--- src/rtl/cpu_ctrl_pkg.sv ---
// Shared types and encodings for the multi-cycle RV32 main controller.
// The controller and its ALU decoder both import this package.
package cpu_ctrl_pkg;

  typedef enum logic [3:0] {
    S_FETCH    = 4'd0,
    S_DECODE   = 4'd1,
    S_MEMADR   = 4'd2,
    S_MEMREAD  = 4'd3,
    S_MEMWB    = 4'd4,
    S_MEMWRITE = 4'd5,
    S_EXEC_R   = 4'd6,
    S_EXEC_I   = 4'd7,
    S_ALUWB    = 4'd8,
    S_JAL      = 4'd9,
    S_BRANCH   = 4'd10
  } state_t;

  localparam logic [6:0] OP_LW     = 7'b0000011;
  localparam logic [6:0] OP_SW     = 7'b0100011;
  localparam logic [6:0] OP_R      = 7'b0110011;
  localparam logic [6:0] OP_I      = 7'b0010011;
  localparam logic [6:0] OP_BRANCH = 7'b1100011;
  localparam logic [6:0] OP_JAL    = 7'b1101111;

  localparam logic [1:0] IMM_I = 2'b00;
  localparam logic [1:0] IMM_S = 2'b01;
  localparam logic [1:0] IMM_B = 2'b10;
  localparam logic [1:0] IMM_J = 2'b11;

  localparam logic [1:0] SRCA_PC    = 2'b00;
  localparam logic [1:0] SRCA_OLDPC = 2'b01;
  localparam logic [1:0] SRCA_RS1   = 2'b10;

  localparam logic [1:0] SRCB_RS2  = 2'b00;
  localparam logic [1:0] SRCB_IMM  = 2'b01;
  localparam logic [1:0] SRCB_FOUR = 2'b10;

  localparam logic [1:0] RES_ALUOUT = 2'b00;
  localparam logic [1:0] RES_DATA   = 2'b01;
  localparam logic [1:0] RES_ALU    = 2'b10;

  typedef enum logic [2:0] {
    ALU_ADD = 3'b000,
    ALU_SUB = 3'b001,
    ALU_AND = 3'b010,
    ALU_OR  = 3'b011,
    ALU_SLT = 3'b101
  } alu_ctrl_t;

  typedef enum logic [1:0] {
    ALUOP_ADD   = 2'b00,
    ALUOP_SUB   = 2'b01,
    ALUOP_FUNCT = 2'b10
  } aluop_t;

  // Immediate format follows the opcode alone, so it is valid in every state.
  function automatic logic [1:0] imd_src_of(input logic [6:0] op);
    case (op)
      OP_SW:     imd_src_of = IMM_S;
      OP_BRANCH: imd_src_of = IMM_B;
      OP_JAL:    imd_src_of = IMM_J;
      default:   imd_src_of = IMM_I;
    endcase
  endfunction

endpackage

--- src/rtl/cpu_alu_decoder.sv ---
// Combinational ALU operation decode from aluop, funct3 and the sub/add qualifier.
module cpu_alu_decoder
  import cpu_ctrl_pkg::*;
(
  input  aluop_t      aluop,
  input  logic [2:0]  funct3,
  input  logic        funct7_5,
  input  logic        op5,
  output alu_ctrl_t   alu_ctrl,
  output logic        illegal
);

  always_comb begin
    alu_ctrl = ALU_ADD;
    // Flag depends on funct3 only; the controller qualifies it with state and opcode.
    illegal  = 1'b0;
    case (funct3)
      3'b000, 3'b010, 3'b110, 3'b111: illegal = 1'b0;
      default:                        illegal = 1'b1;
    endcase
    case (aluop)
      ALUOP_ADD: alu_ctrl = ALU_ADD;
      ALUOP_SUB: alu_ctrl = ALU_SUB;
      ALUOP_FUNCT: begin
        case (funct3)
          3'b000:  alu_ctrl = (op5 && funct7_5) ? ALU_SUB : ALU_ADD;
          3'b010:  alu_ctrl = ALU_SLT;
          3'b110:  alu_ctrl = ALU_OR;
          3'b111:  alu_ctrl = ALU_AND;
          default: alu_ctrl = ALU_ADD;
        endcase
      end
      default: alu_ctrl = ALU_ADD;
    endcase
  end

endmodule

--- src/rtl/cpu_control_fsm.sv ---
// Multi-cycle main controller: sequences fetch/decode/execute/memory/write-back
// and drives every datapath select and enable combinationally from the state.
module cpu_control_fsm
  import cpu_ctrl_pkg::*;
#(
  parameter state_t RESET_STATE = S_FETCH
) (
  input  logic       clk,
  input  logic       rst_n,
  input  logic [6:0] opcode,
  input  logic [2:0] funct3,
  input  logic       funct7_5,
  input  logic       zero,
  input  logic       mem_ready,
  output logic       pc_write,
  output logic       adr_src,
  output logic       mem_write,
  output logic       ir_write,
  output logic       reg_write,
  output logic [1:0] result_src,
  output logic [1:0] alu_src_a,
  output logic [1:0] alu_src_b,
  output logic [2:0] alu_ctrl,
  output logic [1:0] imd_src,
  output logic       illegal_instr,
  output logic [3:0] state_dbg
);

  state_t    state;
  aluop_t    aluop;
  alu_ctrl_t alu_ctrl_w;
  logic      funct_illegal;
  logic      pc_en, mem_wr, ir_en, rf_en, illegal_raw;

  cpu_alu_decoder u_alu_dec (
    .aluop    (aluop),
    .funct3   (funct3),
    .funct7_5 (funct7_5),
    .op5      (opcode[5]),
    .alu_ctrl (alu_ctrl_w),
    .illegal  (funct_illegal)
  );

  always_ff @(posedge clk or negedge rst_n) begin
    if (!rst_n) begin
      state <= RESET_STATE;
    end else begin
      case (state)
        S_FETCH:    if (mem_ready) state <= S_DECODE;
        S_DECODE: begin
          case (opcode)
            OP_LW, OP_SW: state <= S_MEMADR;
            OP_R:         state <= S_EXEC_R;
            OP_I:         state <= S_EXEC_I;
            OP_JAL:       state <= S_JAL;
            OP_BRANCH:    state <= S_BRANCH;
            default:      state <= S_FETCH;
          endcase
        end
        S_MEMADR:   state <= opcode[5] ? S_MEMWRITE : S_MEMREAD;
        S_MEMREAD:  if (mem_ready) state <= S_MEMWB;
        S_MEMWB:    state <= S_FETCH;
        S_MEMWRITE: if (mem_ready) state <= S_FETCH;
        S_EXEC_R:   state <= S_ALUWB;
        S_EXEC_I:   state <= S_ALUWB;
        S_ALUWB:    state <= S_FETCH;
        S_JAL:      state <= S_ALUWB;
        S_BRANCH:   state <= S_FETCH;
        default:    state <= S_FETCH;
      endcase
    end
  end

  always_comb begin
    pc_en       = 1'b0;
    adr_src     = 1'b0;
    mem_wr      = 1'b0;
    ir_en       = 1'b0;
    rf_en       = 1'b0;
    result_src  = RES_ALUOUT;
    alu_src_a   = SRCA_PC;
    alu_src_b   = SRCB_RS2;
    aluop       = ALUOP_ADD;
    illegal_raw = 1'b0;
    case (state)
      S_FETCH: begin
        alu_src_b  = SRCB_FOUR;
        result_src = RES_ALU;
        pc_en      = mem_ready;
        ir_en      = mem_ready;
      end
      S_DECODE: begin
        alu_src_a = SRCA_OLDPC;
        alu_src_b = SRCB_IMM;
        case (opcode)
          OP_LW, OP_SW, OP_JAL: illegal_raw = 1'b0;
          OP_R, OP_I:           illegal_raw = funct_illegal;
          OP_BRANCH:            illegal_raw = (funct3[2:1] != 2'b00);
          default:              illegal_raw = 1'b1;
        endcase
      end
      S_MEMADR: begin
        alu_src_a = SRCA_RS1;
        alu_src_b = SRCB_IMM;
      end
      S_MEMREAD:  adr_src = 1'b1;
      S_MEMWB: begin
        result_src = RES_DATA;
        rf_en      = 1'b1;
      end
      S_MEMWRITE: begin
        adr_src = 1'b1;
        mem_wr  = 1'b1;
      end
      S_EXEC_R: begin
        alu_src_a = SRCA_RS1;
        aluop     = ALUOP_FUNCT;
      end
      S_EXEC_I: begin
        alu_src_a = SRCA_RS1;
        alu_src_b = SRCB_IMM;
        aluop     = ALUOP_FUNCT;
      end
      S_ALUWB:    rf_en = 1'b1;
      S_JAL: begin
        alu_src_a = SRCA_OLDPC;
        alu_src_b = SRCB_FOUR;
        pc_en     = 1'b1;
      end
      S_BRANCH: begin
        alu_src_a = SRCA_RS1;
        aluop     = ALUOP_SUB;
        pc_en     = zero ^ funct3[0];
      end
      default: begin
        alu_src_b  = SRCB_FOUR;
        result_src = RES_ALU;
      end
    endcase
  end

  // Enables are gated by rst_n so an in-flight strobe drops the instant reset asserts.
  assign pc_write      = pc_en & rst_n;
  assign mem_write     = mem_wr & rst_n;
  assign ir_write      = ir_en & rst_n;
  assign reg_write     = rf_en & rst_n;
  assign illegal_instr = illegal_raw & rst_n;
  assign alu_ctrl      = alu_ctrl_w;
  assign imd_src       = imd_src_of(opcode);
  assign state_dbg     = state;

endmodule

--- config.mk ---
export PLATFORM = sky130hd
export DESIGN_NAME = cpu_control_fsm
export DESIGN_NICKNAME = d
export VERILOG_FILES = /design/src/rtl/cpu_ctrl_pkg.sv /design/src/rtl/cpu_alu_decoder.sv /design/src/rtl/cpu_control_fsm.sv
export SDC_FILE = /design/constraint.sdc
export NUM_CORES = 1
export LEC_CHECK = 0
export BUFFER_PORTS_ARGS = -buffer_cell sky130_fd_sc_hd__buf_2
export CORE_MARGIN = 8
export CORE_UTILIZATION = 38
export DETAILED_ROUTE_END_ITERATION = 16
export PLACE_DENSITY = 0.74
export SYNTH_ARGS = -nofsm -noshare
export SYNTH_HDL_FRONTEND = slang
export SYNTH_SLANG_ARGS = --single-unit
--- constraint.sdc ---
create_clock -name clk -period 1.8 [get_ports clk]
set_input_delay 0.54 -clock clk [delete_from_list [all_inputs] [get_ports clk]]
set_output_delay 0.54 -clock clk [all_outputs]
set_load 0.03 [all_outputs]
==> results of run 1 <==
==> kinds of logic after synthesis <==
family	count (synthesis)
and+or+nand+nor	45
buffers and inverters	9
adders and majority gates	2
DFF	4
AOI/OAI and AO/OA	21
muxes	1
xor gates and xnor gates	4
==> synth_stat cells, types with 2 or more instances <==
cell | count | area (um2)
a21oi_1 | 7 | 35.03
and2_1 | 3 | 18.77
and3_1 | 4 | 25.02
and4_1 | 2 | 17.52
buf_2 | 3 | 15.01
dfrtp_1 | 4 | 100.1
ha_1 | 2 | 25.02
inv_1 | 5 | 18.77
nand2_1 | 6 | 22.52
nand2b_1 | 4 | 25.02
nand3_1 | 3 | 15.01
nor2_1 | 6 | 22.52
nor2b_1 | 3 | 18.77
nor3_1 | 4 | 20.02
nor3b_1 | 4 | 30.03
o21ai_0 | 4 | 20.02
o21ai_1 | 2 | 10.01
xnor2_1 | 2 | 17.52
xor2_1 | 2 | 17.52
==> metrics by stage <==
| stage | setup WS (ps) | util | TNS (ps) |
|---|---|---|---|
| floorplan | -135.2 | - | -671.3 |
| global placement | -325.2 | 0.7384 | -1124 |
| detailed placement | -349.0 | 0.7384 | -1286 |
| CTS | -298.3 | 0.9801 | -2190 |
==> what timing repair did <==
action	in CTS
cloned	0
buffers inserted	9
pin swaps	10
gates resized for setup	67
hold buffers	0
endpoints found under the setup margin	17
==> flow_summary.ini, run 1 <==
[sta]
worstEpCategory = top-level output
worst_endpoint = alu_ctrl[1]

[outcome]
status = stopped before the end
error = [ERROR DPL-0038] Utilization greater than 100%, impossible to legalize
stop_stage = 5_1_grt

[clocking]
cts_made_buffers = 3
cts.sinks = 4
htree_levels = 1
cts_root_buffer = clkbuf_4
clockBufferDepth = 2

[logic_synthesis]
ys_seq_area_frac = 0.1626
syn_inst = 86
synthFlopType = dfrtp_1
syn_nets = 103
synth_compound_area_frac = 0.2154
async_flop_share = 1.000
muxShareOfSynthArea = 0.01626
ys_types = 35
synth_top_family_by_area = simple AND/OR/NAND/NOR gates
synthAdderAreaFrac = 0.04065
synth_warnings = 0
synth_area_um2 = 615.6
synth-xor-area-share = 0.05691
syn-mean-instance-area_um2 = 7.158
synth_seq_cells = 4
synth-edff-count = 0
synth-simple-area-share = 0.4350

[place]
placed_area_um2 = 1112
dp_hpwl_um = 2018
placed_cells = 162
io_buffers = 35
gp_congestion = 0.8892

[die]
fp.dieW_um = 56.25
fp-row-count = 14
io_pins = 36
initial_core_util = 0.4086
die_h_um = 56.25

[global_route]
grt_max_degree = 11
==> inputs of run 2 (changes only) <==
Settings changed: CORE_AREA set to 8 8 69 71, CORE_MARGIN 8 to unset, CORE_UTILIZATION 38 to unset, DIE_AREA set to 0 0 77 79, PLACE_DENSITY 0.74 to unset, PLACE_DENSITY_LB_ADDON set to 0.15.
Clock period 1.8 ns to 2.3 ns, I/O delays scaled along.
==> run 2 against run 1 <==
  * The flow now finishes, with violations (setup timing)
  * Synthesized area unchanged
  * Synthesized cell count unchanged
==> flow_summary.ini, run 2 <==
[outcome]
status = finished, violations left
violations = setup timing

[sta]
setup_violations = 2
fin_skew_ps = 1.633
tightest_slew_ps = 239.2
setup_tns_ps = -94.54
period_share = 1.041
hold_viol = 0
fin_crit_ps = 2394
max_freq_mhz = 417.8
rsz0062_at_grt = yes
slew_headroom = 0.8402
timing.final.ws_setup_ps = -93.61
drv_slew = 0
whs_ps = 296.7

[logic_synthesis]
async_flop_share = 1.000
yosys.area.top_type = dfrtp_1
synth-simple-area-share = 0.4350
syn_nets = 103
ys_types = 35
syn_inst = 86
synth_seq_cells = 4
syn-mean-instance-area_um2 = 7.158
synth_compound_area_frac = 0.2154
ys_seq_area_frac = 0.1626
yosysMostFrequentCell = a21oi_1
synth-edff-count = 0
muxShareOfSynthArea = 0.01626
netlist_top_cells_area = dfrtp_1, a21oi_1, nor3b_1
synth_top_family_by_area = simple AND/OR/NAND/NOR gates
synth_warnings = 0
synthAdderAreaFrac = 0.04065
synth-xor-area-share = 0.05691
synth_commonest_cells = a21oi_1, nand2_1, nor2_1
synthFlopType = dfrtp_1
synth_area_um2 = 615.6
yosysTopAreaCellShare = 0.1626

[critical_path]
crit_path_top_delay_cell = or3_1
cp_max_fo = 2
critical_path_class = primary input to primary output
cpLargestDelayFamily = simple AND/OR/NAND/NOR gates
crit_chain = buf_6 > or2_4 > or3_1 > a21oi_2 > nor3_2 > buf_4
crit_buf_inv = 2
cp_data_arrival_time_ps = 1700
startpoint_type = primary input
slowest_delay_ps = 320
worstPathRequired_ps = 1610
worst_setup_path_end_kind = primary output

[route]
finalWirelength_um = 2491
dr_total_vias = 848
via_per_inst = 4.371
drt_iter0_drc = 15
ant_nets = 0
drt-wirelength-per-cell_um = 12.84
drc = 0
first_pass_iters = 4

[final_layout]
register_area_um2 = 101.3
antennaDiodeCount = 0
multi_input_area_um2 = 571.8
layout-drive-gt1-share = 0.5694
final_core_util = 0.3132
filler_cell_count = 425
final_cell_mix = buf_2, buf_4, nand2_1, a21oi_1, buf_6
nets = 163
largest_reg_flops = 4
area_growth_pct = 93.29

[place]
post-place-ws_ps = -141.3
io_buffers = 35
dp_hpwl_um = 2139
gp_congestion = 0.7779

[global_route]
grt_pass1_wl_um = 4105
grt_usage = 0.08003
grt_overflow = 0
grt_max_degree = 12
grt_pass1_vias = 879
antenna_found_initial = 0

[die]
io_pins = 36
fp-row-count = 23
dieArea_um2 = 6083
coreArea_um2 = 3799
initial_core_util = 0.1621
die_h_um = 79
fp.dieW_um = 77

[power_and_ir_drop]
power.density_nw_per_um2 = 345.6
cellLeakagePower_nw = 0.5903
peakVddDrop_v = 0.0001246

[clocking]
cts.sinks = 4
clk_pin_slew_ps = 30
cts_tree = done
htree_levels = 1
cts_root_buffer = clkbuf_8
clockBufferDepth = 2
cts_made_buffers = 3
clock_latency_ps = 210
cts_hold_buffers = 0

[worst_hold_path]
hp-class = primary input to asynchronous set/reset pin

[job]
cap_violations = 0
==> run 2: metrics by stage <==
step | area [um2] | total power [mW] | instances
5_1_grt | 1190 | 0.4407 | 194
3_3_place_gp | 1002 | 0.2538 | 188
4_1_cts | 1094 | 0.4071 | 192
3_5_place_dp | 1002 | 0.2548 | 188
2_1_floorplan | 633.1 | 0.1805 | 86
6_report | 1190 | 0.4113 | 194
==> run 2: final timing paths <==
check                        startpoint             to  slack [ps]  cells past startpoint
max in group asynchronous         rst_n   state_dbg[1]        1740                      2
min                               rst_n   state_dbg[3]         300                      1
min in group clk           state_dbg[3]   state_dbg[1]         630                      2
max                           opcode[2]  illegal_instr         -90                      6
max reg2reg                state_dbg[1]   state_dbg[0]         980                      5
min reg2reg                state_dbg[3]   state_dbg[1]         630                      2
==> run 2: repair_timing <==
action                                  in CTS  in global routing
cloned                                       0                  0
pin swaps                                    3                  4
endpoints found under the setup margin       7                  7
setup buffers                                1                  2
gates resized for setup                     11                 19
==> run 2: power by group <==
part           internal [mW]  total (mW)  switching [mW]
logic                 0.0803       0.191           0.111
clock network          0.111       0.143          0.0318
registers             0.0742      0.0772         0.00302
==> run 2: metal layers <==
layer / vias to the layer above / track usage / share of wire
met4: 0 / 0.02264 / 0
met5: - / 0 / 0
met3: 0 / 0.02370 / 0.066
li1: 425 / - / -
met2: 27 / 0.1410 / 0.50
met1: 396 / 0.09192 / 0.44
==> run 2: area by class of cell <==
| class | count | share of cell area |
|---|---|---|
| sequential | 4 | 0.08517 |
| multi-input combinational | 73 | 0.4805 |
| timing repair buffer | 59 | 0.3312 |
| tap | 50 | 0.05258 |
| inverter | 5 | 0.01577 |
| clock buffer | 3 | 0.03470 |
==> run 2: kinds of logic after synthesis <==
group | Yosys count
buffers and inverters | 9
and+or+nand+nor | 45
AOI/OAI and AO/OA | 21
adders and majority gates | 2
xor gates and xnor gates | 4
muxes | 1
DFF | 4
No activity file was read; power rests on OpenSTA's default activity.
==> inputs of run 3 (changes only) <==
Settings changed: SYNTH_HIERARCHICAL set to 1.
==> run 3 against run 2 <==
  * The flow still finishes with violations (setup timing)
  * Non-clock buffer count fell by 6
  * Fmax down 1.9%
  * Die area unchanged
  * Hold slack improved by 82 ps
  * Total power increased by 7.3%
  * Synthesized area up 2.0%
==> flow_summary.ini, run 3 <==
[sta]
tightest_slew_ps = 328.4
fin_skew_ps = 2.183
setup_violations = 2
drv_slew = 0
slew_headroom = 0.7780
max_freq_mhz = 410.0
hold_viol = 0
period_share = 1.060
fin_crit_ps = 2439
rsz0062_at_grt = yes
timing.final.ws_setup_ps = -139.0

[outcome]
status = finished, violations left
violations = setup timing

[final_layout]
area_growth_pct = 90.04
nets = 161
filler_cell_count = 432
final_area_um2 = 1194
mostFrequentLayoutCell = buf_2
register_area_um2 = 103.9
final_cell_mix = buf_2, buf_4, nand2_1, nor2_1, and3_1
multi_input_area_um2 = 604.3
largest_reg_flops = 4
fin_cells = 193
antennaDiodeCount = 0
layout-drive-gt1-share = 0.5874

[global_route]
antenna_found_initial = 0
grt_pass1_wl_um = 4319
grt_usage = 0.08709
grt_pass1_vias = 899
grt_overflow = 0
grt_max_degree = 12

[route]
drt_iter0_drc = 29
drc = 0
via_per_inst = 4.363
finalWirelength_um = 2583
first_pass_iters = 3
dr_total_vias = 842
ant_nets = 0
drt-wirelength-per-cell_um = 13.38

[clocking]
clock_latency_ps = 220
cts.sinks = 4
cts_root_buffer = clkbuf_8
cts_tree = done
htree_levels = 1
cts_made_buffers = 3
cts_hold_buffers = 0
clk_pin_slew_ps = 30
clockBufferDepth = 2

[logic_synthesis]
syn-mean-instance-area_um2 = 6.979
synth_warnings = 6
syn_inst = 90
ys_types = 35
synth-edff-count = 0
async_flop_share = 1.000
yosysMostFrequentCell = nor2_1
ys_seq_area_frac = 0.1594
yosys.area.top_type = dfrtp_1
synthFlopType = dfrtp_1
yosysTopAreaCellShare = 0.1594
synth_area_um2 = 628.1
synth_commonest_cells = nor2_1, nand2_1, a21oi_1, and3_1, inv_1
synth_seq_cells = 4
syn_nets = 107
netlist_top_cells_area = dfrtp_1, and3_1, nor2_1

[die]
coreArea_um2 = 3799
fp.dieW_um = 77
io_pins = 36
fp-row-count = 23
dieArea_um2 = 6083
initial_core_util = 0.1653
die_h_um = 79

[critical_path]
worstPathRequired_ps = 1610
r2r_cells = 4
worst_setup_path_end_kind = primary output
timing.rr.end = state_dbg[1]
crit_path_top_delay_cell = or3_4
cpMostUsedCell = buf_6
crit_chain = buf_6 > or2_4 > or3_4 > a21oi_4 > a2111oi_4 > buf_6
critical_path_class = primary input to primary output
r2r_setup_slack_ps = 830
cp_max_fo = 3
startpoint_type = primary input
reg2reg_from = state_dbg[1]
cp_data_arrival_time_ps = 1750
slowest_delay_ps = 340

[power_and_ir_drop]
p_sw_frac = 0.3762
p_int_mw = 0.2752
cellLeakagePower_nw = 0.5669
power_frac_seq = 0.180
combPwrFrac = 0.463
clkPwrFrac = 0.357
power_switching_mw = 0.1660
peakVddDrop_v = 0.0001044
power.density_nw_per_um2 = 369.6

[job]
cap_violations = 0

[worst_hold_path]
hp-class = primary input to asynchronous set/reset pin

[place]
gp_congestion = 0.7293
placed_cells = 187
post-place-ws_ps = -243.0
placed_area_um2 = 1015
io_buffers = 35
dp_hpwl_um = 2159
-- run 3: critical path: cells and delay by family --
kind,cells,cell delay [ps]
buf+inv,2,240
simple gates,2,580
compound gates,2,230
-- run 3: cells by family after synthesis --
logic type / Yosys count / share of synthesized area
and+or+nand+nor: 47 / 0.4243
AOI/OAI and AO/OA: 22 / 0.2271
adders and majority gates: 2 / 0.03983
muxes: 1 / 0.01594
xor gates and xnor gates: 3 / 0.04184
buffers and inverters: 11 / 0.09161
DFF: 4 / 0.1594
-- run 3: power by group through the flow --
| stage | registers (mW) | logic (mW) | clock network (mW) |
|---|---|---|---|
| after floorplan | 0.0849 | 0.107 | 0 |
| after global placement | 0.0791 | 0.187 | 0 |
| after detailed placement | 0.0790 | 0.188 | 0 |
| after CTS | 0.0783 | 0.192 | 0.163 |
| after global routing | 0.0800 | 0.224 | 0.169 |
| final | 0.0793 | 0.204 | 0.158 |
-- run 3: per-stage QoR --
stage	hold WS (ps)	setup TNS, ps	power [mW]	utilization
final	379.2	-171.1	0.4412	0.3142
after global routing	387.9	-396.3	0.4729	0.3142
after CTS	379.4	-221.7	0.4331	0.2948
after detailed placement	542.0	-243.0	0.2666	0.2671
after global placement	539.4	-223.5	0.2662	0.2671
after floorplan	394.4	0	0.1915	-
-- run 3: cell type report --
cell class,count,area share
timing repair buffer,53,0.2925
clock buffer,4,0.03774
tap,50,0.05241
inverter,7,0.02411
sequential,4,0.08700
multi-input combinational,75,0.5063
-- run 3: what timing repair did --
item / CTS / global route
buffers inserted: 1 / 1
resized for setup: 14 / 17
pin swaps: 6 / 3
endpoints found under the setup margin: 4 / 8
-- run 3: worst max path at each step --
stage	from	end	slack, ps
finish	opcode[2]	illegal_instr	-140
global route	opcode[2]	illegal_instr	-170
CTS	opcode[2]	illegal_instr	-150
detailed placement	opcode[2]	illegal_instr	-240
global placement	opcode[2]	illegal_instr	-210
floorplan	state_dbg[3]	alu_ctrl[0]	3
-- run 3: metal layers --
layer	global-route usage	vias to the layer above	share of wire
met3	0.02822	5	0.063
met2	0.1402	30	0.48
met4	0.04528	0	0.019
met1	0.1017	383	0.44
li1	-	424	-
met5	0	-	0
==> inputs of run 4 (changes only) <==
Settings changed: ABC_AREA set to 1.
==> run 4 against run 3 <==
  * The run now ends clean
  * Sequential cell count unchanged
  * Die area unchanged
  * Critical path depth unchanged
  * Sequential power up 21%
  * Wire length down 0.85%
  * Utilization up 0.53 points
  * Hold slack worse by 110 ps
  * Via count up 9.4%
  * Clock power about the same
  * First-iteration DRC count down 38%
  * Critical path type unchanged
  * Largest power group unchanged
==> flow_summary.ini, run 4 <==
[place]
dp_hpwl_um = 2087
gp_congestion = 0.8046
post-place-ws_ps = 1.636
io_buffers = 35

[sta]
rsz0062_at_grt = yes
hold_viol = 0
tightest_slew_ps = 233.3
drv_slew = 0
fin_crit_ps = 2262
period_share = 0.9836
setup_tns_ps = 0
slew_headroom = 0.8443
fin_skew_ps = 7.702
max_freq_mhz = 442.0
setup_violations = 0
timing.final.ws_setup_ps = 37.73

[critical_path]
critical_path_class = primary input to primary output
r2r_setup_slack_ps = 960
worstPathRequired_ps = 1610
cp.depth = 6
startpoint_type = primary input
crit_chain = buf_2 > nor2_2 > nand2_2 > buf_4 > o31ai_4 > buf_4
crit_buf_inv = 3
cp_max_fo = 4
critPathLaunch = opcode[2]
worstSetupEndpoint = imd_src[0]
slowest_delay_ps = 230
timing.rr.end = state_dbg[2]
r2r_cells = 8
cpLargestDelayFamily = buffers and inverters
cpMostUsedCell = buf_4
worst_setup_path_end_kind = primary output
cp_data_arrival_time_ps = 1570
reg2reg_from = state_dbg[3]
crit_path_top_delay_cell = o31ai_4

[logic_synthesis]
synth_commonest_cells = nand2_1, nor2_1, inv_1
synth-edff-count = 0
syn_inst = 111
synth_warnings = 6
ys_types = 24
synthFlopType = dfrtp_1
yosysTopAreaCellShare = 0.1543
netlist_top_cells_area = nand2_1, dfrtp_1, nor2_1
yosysMostFrequentCell = nand2_1
syn-mean-instance-area_um2 = 5.918
async_flop_share = 1.000
ys_seq_area_frac = 0.1524
yosys.area.top_type = nand2_1
syn_nets = 128
synth_area_um2 = 656.9
synth_seq_cells = 4

[global_route]
grt_usage = 0.08379
grt_overflow = 0
grt_pass1_wl_um = 4195
grt_max_degree = 6
antenna_found_initial = 0
grt_pass1_vias = 933

[power_and_ir_drop]
power.density_nw_per_um2 = 701.3
finalPower_mw = 0.8511
cellLeakagePower_nw = 0.6416
peakVddDrop_v = 0.0002475

[clocking]
cts.sinks = 4
htree_levels = 1
cts_made_buffers = 3
cts_hold_buffers = 0
cts_tree = done
cts_root_buffer = clkbuf_8
clk_pin_slew_ps = 40
clockBufferDepth = 2
clock_latency_ps = 220

[die]
io_pins = 36
dieArea_um2 = 6083
initial_core_util = 0.1729
fp.dieW_um = 77
die_h_um = 79
coreArea_um2 = 3799
fp-row-count = 23

[route]
first_pass_iters = 4
dr_total_vias = 921
ant_nets = 0
finalWirelength_um = 2561
via_per_inst = 4.186
drt-wirelength-per-cell_um = 11.64
drt_iter0_drc = 18
drc = 0

[final_layout]
largest_reg_flops = 4
antennaDiodeCount = 0
area_growth_pct = 84.76
nets = 188
mostFrequentLayoutCell = buf_2
final_core_util = 0.3195
final_cell_mix = buf_2, buf_4, nand2_1, inv_1, inv_2
layout-drive-gt1-share = 0.6176

[outcome]
status = completed

[job]
cap_violations = 0

[worst_hold_path]
hp-class = primary input to asynchronous set/reset pin
[run 4: changes by cell type after synthesis, moves of 3 or more]
cell and delta:
inv_2 +6, and3_1 -8, nor2_1 +5, nand2_4 +3, nand2_1 +18, nand2_2 +3, nand3_1 +5, inv_1 +9
nand2b_1 -4
[run 4: cells by family (layout without fill, tap and decap cells)]
group,Yosys count,count (layout),synth area share
AND/OR/NAND/NOR,63,63,0.4857
buffers and inverters,22,81,0.1257
AO/OA/AOI/OAI,19,19,0.1848
flip-flops,4,4,0.1524
adder cells (fa/ha/maj),2,2,0.03809
XOR/XNOR,1,1,0.01334
[run 4: routing by layer]
layer,share of wire,vias to the layer above,GRT usage
li1,-,467,-
met1,0.43,422,0.09777
met2,0.49,28,0.1368
met3,0.059,4,0.02935
met4,0.015,0,0.03585
met5,0,-,0
[run 4: worst reg2reg max path, stage by stage (launching register included)]
cell,delay (ps)
dfrtp_2,440
buf_4,160
nor2_4,110
buf_4,130
nand2_2,90
nand2_4,100
o21bai_2,70
nand2_1,70
o21ai_1,60
[run 4: worst min path at each step]
stage | from | endpoint | slack (ps) | cells past startpoint
global placement | rst_n | state_dbg[1] | 500 | 1
CTS | rst_n | state_dbg[3] | 270 | 1
detailed placement | rst_n | state_dbg[1] | 510 | 1
global route | rst_n | state_dbg[2] | 270 | 1
finish | rst_n | state_dbg[3] | 270 | 1
floorplan | rst_n | state_dbg[0] | 390 | 0
[run 4: through the flow]
stage / hold slack (ps) / cell area [um2] / std cells
2_1_floorplan: 394.4 / 689.4 / 111
3_3_place_gp: 501.5 / 1032 / 210
3_5_place_dp: 507.0 / 1032 / 210
4_1_cts: 266.6 / 1144 / 218
5_1_grt: 273.2 / 1214 / 220
6_report: 271.6 / 1214 / 220
[run 4: repair_timing]
| item | in CTS | in global routing |
|---|---|---|
| endpoints found under the hold margin | 0 | 0 |
| pin swaps | 4 | 3 |
| gates resized for setup | 10 | 26 |
| endpoints found under the setup margin | 5 | 7 |
| buffers inserted | 4 | 2 |
[run 4: power breakdown]
group	switching [mW]	internal, mW
Combinational	0.388	0.209
Sequential	0.0106	0.0856
Clock	0.0388	0.119
Total	0.438	0.413
[run 4: area by class of cell]
class                      count  area [um2]
timing repair buffer          55       350.3
tap                           50       62.56
multi-input combinational     85       566.8
clock buffer                   4       45.04
inverter                      22       85.08
fill                         441        2585
sequential                     4       103.9
